## src/rtl/decode_pkg.sv

```systemverilog
// Shared types for the decode stage: RV64I opcodes, control bundle and the
// fetch/decode pipeline payloads.
package decode_pkg;
  localparam int XLEN = 64;
  localparam int NREG = 32;
  localparam int RW   = $clog2(NREG);

  localparam logic [6:0] OP_LUI    = 7'b0110111;
  localparam logic [6:0] OP_AUIPC  = 7'b0010111;
  localparam logic [6:0] OP_JAL    = 7'b1101111;
  localparam logic [6:0] OP_JALR   = 7'b1100111;
  localparam logic [6:0] OP_BRANCH = 7'b1100011;
  localparam logic [6:0] OP_LOAD   = 7'b0000011;
  localparam logic [6:0] OP_STORE  = 7'b0100011;
  localparam logic [6:0] OP_IMM    = 7'b0010011;
  localparam logic [6:0] OP_OP     = 7'b0110011;
  localparam logic [6:0] OP_IMM32  = 7'b0011011;
  localparam logic [6:0] OP_OP32   = 7'b0111011;

  typedef enum logic [3:0] {
    ALU_ADD, ALU_SUB, ALU_SLL, ALU_SLT, ALU_SLTU,
    ALU_XOR, ALU_SRL, ALU_SRA, ALU_OR, ALU_AND, ALU_PASSB
  } alu_op_t;

  typedef struct packed {
    alu_op_t    alu_op;
    logic       is_load;
    logic       is_store;
    logic       is_branch;
    logic       is_jump;
    logic       wen;
    logic       word_op;
    logic [1:0] mem_size;
    logic       mem_unsigned;
    logic       illegal;
  } control_t;

  typedef struct packed {
    logic            valid;
    logic [31:0]     instr;
    logic [XLEN-1:0] pc;
  } fetch_data_t;

  typedef struct packed {
    logic            valid;
    logic [XLEN-1:0] pc;
    logic [31:0]     instr;
    logic [RW-1:0]   rd;
    logic [RW-1:0]   ra1;
    logic [RW-1:0]   ra2;
    logic [XLEN-1:0] src1;
    logic [XLEN-1:0] src2;
    logic [XLEN-1:0] imm;
    control_t        ctrl;
  } decode_data_t;

  // alt selects SUB/SRA; caller masks it where instr[30] is immediate data.
  function automatic alu_op_t alu_decode(input logic [2:0] f3, input logic alt);
    case (f3)
      3'b000:  return alt ? ALU_SUB : ALU_ADD;
      3'b001:  return ALU_SLL;
      3'b010:  return ALU_SLT;
      3'b011:  return ALU_SLTU;
      3'b100:  return ALU_XOR;
      3'b101:  return alt ? ALU_SRA : ALU_SRL;
      3'b110:  return ALU_OR;
      default: return ALU_AND;
    endcase
  endfunction
endpackage

```

## src/rtl/decode_decoder.sv

```systemverilog
// Combinational RV64I decoder: instruction word to control bundle, immediate
// and source-register usage.
module decode_decoder
  import decode_pkg::*;
(
  input  logic [31:0]     instr,
  output control_t        ctrl,
  output logic [XLEN-1:0] imm,
  output logic            uses_rs1,
  output logic            uses_rs2
);
  logic [6:0] opcode, f7;
  logic [2:0] f3;
  logic       legal, writes;
  logic [XLEN-1:0] imm_i, imm_s, imm_b, imm_u, imm_j;

  assign opcode = instr[6:0];
  assign f3     = instr[14:12];
  assign f7     = instr[31:25];

  assign imm_i = {{(XLEN-12){instr[31]}}, instr[31:20]};
  assign imm_s = {{(XLEN-12){instr[31]}}, instr[31:25], instr[11:7]};
  assign imm_b = {{(XLEN-13){instr[31]}}, instr[31], instr[7], instr[30:25], instr[11:8], 1'b0};
  assign imm_u = {{(XLEN-32){instr[31]}}, instr[31:12], 12'b0};
  assign imm_j = {{(XLEN-21){instr[31]}}, instr[31], instr[19:12], instr[20], instr[30:21], 1'b0};

  always_comb begin
    ctrl              = '0;
    ctrl.alu_op       = ALU_ADD;
    ctrl.mem_size     = f3[1:0];
    ctrl.mem_unsigned = f3[2];
    imm      = '0;
    uses_rs1 = 1'b0;
    uses_rs2 = 1'b0;
    writes   = 1'b0;
    legal    = 1'b1;
    case (opcode)
      OP_LUI:   begin writes = 1'b1; imm = imm_u; ctrl.alu_op = ALU_PASSB; end
      OP_AUIPC: begin writes = 1'b1; imm = imm_u; end
      OP_JAL:   begin writes = 1'b1; imm = imm_j; ctrl.is_jump = 1'b1; end
      OP_JALR: begin
        writes = 1'b1; uses_rs1 = 1'b1; imm = imm_i; ctrl.is_jump = 1'b1;
        legal = (f3 == 3'b000);
      end
      OP_BRANCH: begin
        uses_rs1 = 1'b1; uses_rs2 = 1'b1; imm = imm_b;
        ctrl.is_branch = 1'b1; ctrl.alu_op = ALU_SUB;
        legal = (f3[2:1] != 2'b01);
      end
      OP_LOAD: begin
        writes = 1'b1; uses_rs1 = 1'b1; imm = imm_i; ctrl.is_load = 1'b1;
        legal = (f3 != 3'b111);
      end
      OP_STORE: begin
        uses_rs1 = 1'b1; uses_rs2 = 1'b1; imm = imm_s; ctrl.is_store = 1'b1;
        legal = ~f3[2];
      end
      OP_IMM: begin
        writes = 1'b1; uses_rs1 = 1'b1; imm = imm_i;
        ctrl.alu_op = alu_decode(f3, instr[30] & (f3 == 3'b101));
        // 6-bit shamt on RV64, so only instr[31:26] is funct
        if (f3 == 3'b001)      legal = (instr[31:26] == 6'b000000);
        else if (f3 == 3'b101) legal = (instr[31:26] == 6'b000000) || (instr[31:26] == 6'b010000);
      end
      OP_OP: begin
        writes = 1'b1; uses_rs1 = 1'b1; uses_rs2 = 1'b1;
        ctrl.alu_op = alu_decode(f3, instr[30]);
        legal = (f7 == 7'b0000000) || ((f7 == 7'b0100000) && (f3 == 3'b000 || f3 == 3'b101));
      end
      OP_IMM32: begin
        writes = 1'b1; uses_rs1 = 1'b1; imm = imm_i; ctrl.word_op = 1'b1;
        ctrl.alu_op = alu_decode(f3, instr[30] & (f3 == 3'b101));
        legal = (f3 == 3'b000) || ((f3 == 3'b001) && (f7 == 7'b0000000)) ||
                ((f3 == 3'b101) && (f7 == 7'b0000000 || f7 == 7'b0100000));
      end
      OP_OP32: begin
        writes = 1'b1; uses_rs1 = 1'b1; uses_rs2 = 1'b1; ctrl.word_op = 1'b1;
        ctrl.alu_op = alu_decode(f3, instr[30]);
        legal = ((f3 == 3'b000 || f3 == 3'b101) && (f7 == 7'b0000000 || f7 == 7'b0100000)) ||
                ((f3 == 3'b001) && (f7 == 7'b0000000));
      end
      default: legal = 1'b0;
    endcase
    // An illegal instruction has no side effects and never creates a hazard.
    if (!legal) begin
      ctrl.illegal  = 1'b1;
      ctrl.is_load  = 1'b0;
      ctrl.is_store = 1'b0;
      ctrl.is_branch = 1'b0;
      ctrl.is_jump  = 1'b0;
      writes   = 1'b0;
      uses_rs1 = 1'b0;
      uses_rs2 = 1'b0;
    end
    ctrl.wen = writes & (instr[11:7] != 5'd0);
  end
endmodule

```

## src/rtl/decode.sv

```systemverilog
// Decode stage: register-file read, load-use hazard detection and the
// decode/execute pipeline register.
module decode
  import decode_pkg::*;
(
  input  logic            clk,
  input  logic            reset,
  input  fetch_data_t     dataF,
  input  logic            branch,
  input  logic            stop,
  input  logic            ex_valid,
  input  logic            ex_is_load,
  input  logic [RW-1:0]   ex_rd,
  output logic [RW-1:0]   ra1,
  output logic [RW-1:0]   ra2,
  input  logic [XLEN-1:0] rd1,
  input  logic [XLEN-1:0] rd2,
  output logic            stall_req,
  output decode_data_t    dataD
);
  control_t        ctrl;
  logic [XLEN-1:0] imm;
  logic            uses_rs1, uses_rs2, hazard;

  decode_decoder u_dec (
    .instr    (dataF.instr),
    .ctrl     (ctrl),
    .imm      (imm),
    .uses_rs1 (uses_rs1),
    .uses_rs2 (uses_rs2)
  );

  assign ra1 = uses_rs1 ? dataF.instr[19:15] : '0;
  assign ra2 = uses_rs2 ? dataF.instr[24:20] : '0;

  assign hazard = dataF.valid & ex_valid & ex_is_load & (ex_rd != '0) &
                  ((uses_rs1 & (ra1 == ex_rd)) | (uses_rs2 & (ra2 == ex_rd)));

  assign stall_req = reset & hazard & ~branch & ~stop;

  always_ff @(posedge clk) begin
    if (!reset) begin
      dataD <= '0;
    end else if (branch) begin
      dataD.valid <= 1'b0;
    end else if (stop) begin
      dataD <= dataD;
    end else if (hazard) begin
      dataD.valid <= 1'b0;
    end else begin
      dataD.valid <= dataF.valid;
      dataD.pc    <= dataF.pc;
      dataD.instr <= dataF.instr;
      dataD.rd    <= dataF.instr[11:7];
      dataD.ra1   <= ra1;
      dataD.ra2   <= ra2;
      dataD.src1  <= rd1;
      dataD.src2  <= rd2;
      dataD.imm   <= imm;
      dataD.ctrl  <= ctrl;
    end
  end
endmodule

```

## config.mk

```make
export PLATFORM = sky130hd
export DESIGN_NAME = decode
export DESIGN_NICKNAME = d
export VERILOG_FILES = /design/src/rtl/decode_pkg.sv /design/src/rtl/decode_decoder.sv /design/src/rtl/decode.sv
export SDC_FILE = /design/constraint.sdc
export NUM_CORES = 1
export LEC_CHECK = 0
export BUFFER_PORTS_ARGS = -buffer_cell sky130_fd_sc_hd__buf_4
export CAP_MARGIN = 20
export CORE_AREA = 2 2 221 223
export DETAILED_ROUTE_END_ITERATION = 10
export DIE_AREA = 0 0 223 225
export SLEW_MARGIN = 10
export SYNTH_ARGS = -nofsm -noshare
export SYNTH_HDL_FRONTEND = slang
export SYNTH_SLANG_ARGS = --single-unit
```

## constraint.sdc

```tcl
create_clock -name clk -period 2.4 [get_ports clk]
set_clock_uncertainty 0.05 [all_clocks]
set_input_delay 0.24 -clock clk [delete_from_list [all_inputs] [get_ports clk]]
set_output_delay 0.24 -clock clk [all_outputs]
set_load 0.02 [all_outputs]
```

==> reports/results.txt <==
status = completed
largest reg by FF count = dataD
nets = 2,399
Crit path buffers/inverters = 3
Post-synth top flop = dfxtp_1
final WL = 46.26 mm
vias in the first global route = 12,590
Setup Crit Path Kind = input pin to output port
worst path cell trace = buf_4, or4_4, nor4_4, a32oi_1, and3_4, buf_6, nor2b_1, buf_4
Critical Path AT = 2.03 ns
Slowest-stage cell, CP = or4_4
fin crit share = 96.77%
# clock sinks = 278
I/O pins = 565
Pleak = 9.792 nW
fin util = 43.38%
commonest non-fill, non-tap cells in the layout = buf_4, nand2_1, dfxtp_1, mux2i_1, dlygate4sd3_1
final setup vio count = 0
H-tree levels = 2
CP required = 2.11 ns
Num CTS Buffers = 34
Synth-to-Final Area Change = 67.54%
total die area = 50,180 sq um
Post-synth EDFFs = 0
number of flip-flops in the largest register = 278
DRT Pass-1 Iters = 5
commonest non-fill, non-tap cell in the layout = buf_4
Critical Path Source Type = input pin
FILL cells = 4,496
first-pass GRT wire length = 69.98 mm
Post-Syn Instances = 1,411
number of diodes = 0
# rows = 80
fraction of registers with async set/reset = 0%
DRC = 0
routability congestion estimate from global placement = 0.8549
Skew-Pair Late Insertion Delay = 0.53 ns
Fin. Hold Viols = 0
# port buffers = 564
crit path capture type = output port
Final Max Slew Viols = 0
WHS = 0.03364 ns
chip height = 225 microns
CTS Buffer Depth = 3
Remaining Overflow, GRT = 0
chip width = 223 microns
Critical Path Fanout Max = 17
via count = 12,620
gr usage total = 17.55%
Top Family by Delay on Critical Path = simple AND/OR/NAND/NOR gates
count of cell types in the netlist = 56
Initial Utilization = 25.89%
sequential area share after synthesis = 45.20%
clk slew on worst S/H paths = 0.06 ns
placed cell areas = 17,350 sq um
pin count of the biggest net entering global routing = 128
Final Power = 0.01269 W
post-DP HPWL = 32.71 mm
FF+latch count, synth = 278
PwrDens = 615.1 nW/um^2
DRT iter0 DRCs = 600
Slew HR = 60.80%
Synth Area per Inst = 8.726 sq um
number of synthesis warnings = 0
Max VDD drop = 0.4552 mV
Via density = 4.511
Max-cap violations = 0
TritonCTS clock tree = done
Antenna Nets Post-Route = 0
Hold Crit Class = input pin to flop
min Tclk post-route = 2.323 ns
Root Buffer = clkbuf_16
f_max = 430.6 MHz
Cell Area, Synth = 12,310 sq um
RSZ-0062 raised after global routing = false
Wirelength per Cell = 16.53 microns
Slew @ Worst Pin = 0.5880 ns
crit-path most repeated cell = buf_4
syn nets = 1,647
share of cells above drive strength 1 = 32.84%
largest registers = dataD: 278 flops
post-route cell area = 20,630 sq um
core area = 47,550 sq um
initial antenna violation count = 0
Critical Path Max Stage Delay = 0.57 ns
-- cell usage after synthesis, types with 4 or more instances --
master / instances / area share (%)
nand2_1: 534 / 16
dfxtp_1: 278 / 45
mux2i_1: 259 / 21
clkbuf_1: 71 / 2.2
buf_4: 65 / 4.0
nand3_1: 14 / 0.57
nor2b_1: 14 / 0.71
a21o_1: 13 / 0.79
nor2_1: 11 / 0.34
o21ai_0: 9 / 0.37
and3_1: 8 / 0.41
buf_2: 8 / 0.33
nor4_1: 8 / 0.41
o2111ai_1: 8 / 0.57
nor3_1: 7 / 0.28
o211ai_1: 7 / 0.43
a21oi_1: 6 / 0.24
a32oi_1: 6 / 0.43
xnor2_1: 6 / 0.43
a31o_2: 5 / 0.36
inv_1: 5 / 0.15
o211a_1: 5 / 0.41
o41ai_1: 5 / 0.36
xor2_1: 5 / 0.36
and2_1: 4 / 0.20
nand4_1: 4 / 0.20
-- power breakdown --
group	internal (W)	total, W	switching [W]
combinational	0.00129	0.00258	0.00129
sequential	0.00490	0.00506	0.000161
clock	0.00301	0.00504	0.00203
total	0.00920	0.0127	0.00349
-- through the flow --
stage	worst slack [ns]	cells	TNS, ns
floorplan	0.07769	1411	0
global placement	-0.3197	2528	-20.83
detailed placement	-0.2584	2528	-25.22
CTS	0.01508	2797	0
global route	0.006572	2798	0
finish	0.07745	2798	0
-- cells by family (layout without fill, tap and decap cells) --
| kind of cell | Yosys count | count (layout) | share of synthesized area, % |
|---|---|---|---|
| buffers and inverters | 153 | 925 | 6.880 |
| muxes | 260 | 260 | 21.15 |
| xor gates and xnor gates | 11 | 11 | 0.7825 |
| and+or+nand+nor | 627 | 627 | 20.87 |
| DFF | 278 | 278 | 45.20 |
| AOI/OAI and AO/OA | 82 | 82 | 5.112 |
-- layer usage --
metal | vias to the layer above | track usage (%) | wire length (microns)
li1 | 6145 | - | -
met1 | 5938 | 20.51 | 18850
met2 | 464 | 31.14 | 22910
met3 | 74 | 4.498 | 3211
met4 | 0 | 6.019 | 1290
met5 | - | 0 | 0
-- repair_timing --
item,4_1_cts,5_1_grt
endpoints found under the setup margin,11,11
endpoints found under the hold margin,216,0
pin swaps,9,4
resized for setup,10,4
hold buffers,214,0
buffers inserted,0,1
gates cloned,0,0
-- layout make-up --
class	count	area (sq um)	share of cell area [%]
inverter	5	18.77	0.09099
multi-input combinational	980	5991	29.04
sequential	278	5565	26.98
tap	615	769.5	3.730
clock buffer	48	964.7	4.677
clock inverter	8	97.59	0.4731
timing repair buffer	864	7221	35.01
-- worst register-to-register path, stage by stage, from the launching register on --
cell,delay (ns)
dfxtp_1,0.34
nand2_1,0.05
a211oi_1,0.18
dlygate4sd3_1,0.57
-- path summary, 6_finish.rpt --
| path | cells past startpoint | to | start | slack [ns] |
|---|---|---|---|---|
| max | 8 | ra1[3] | dataF[90] | 0.08 |
| min | 3 | dataD[105] | reset | 0.03 |
| max reg2reg | 3 | dataD[317] | dataD[317] | 1.15 |
| min reg2reg | 2 | dataD[237] | dataD[237] | 0.41 |
No activity file was read; power rests on OpenSTA's default activity.
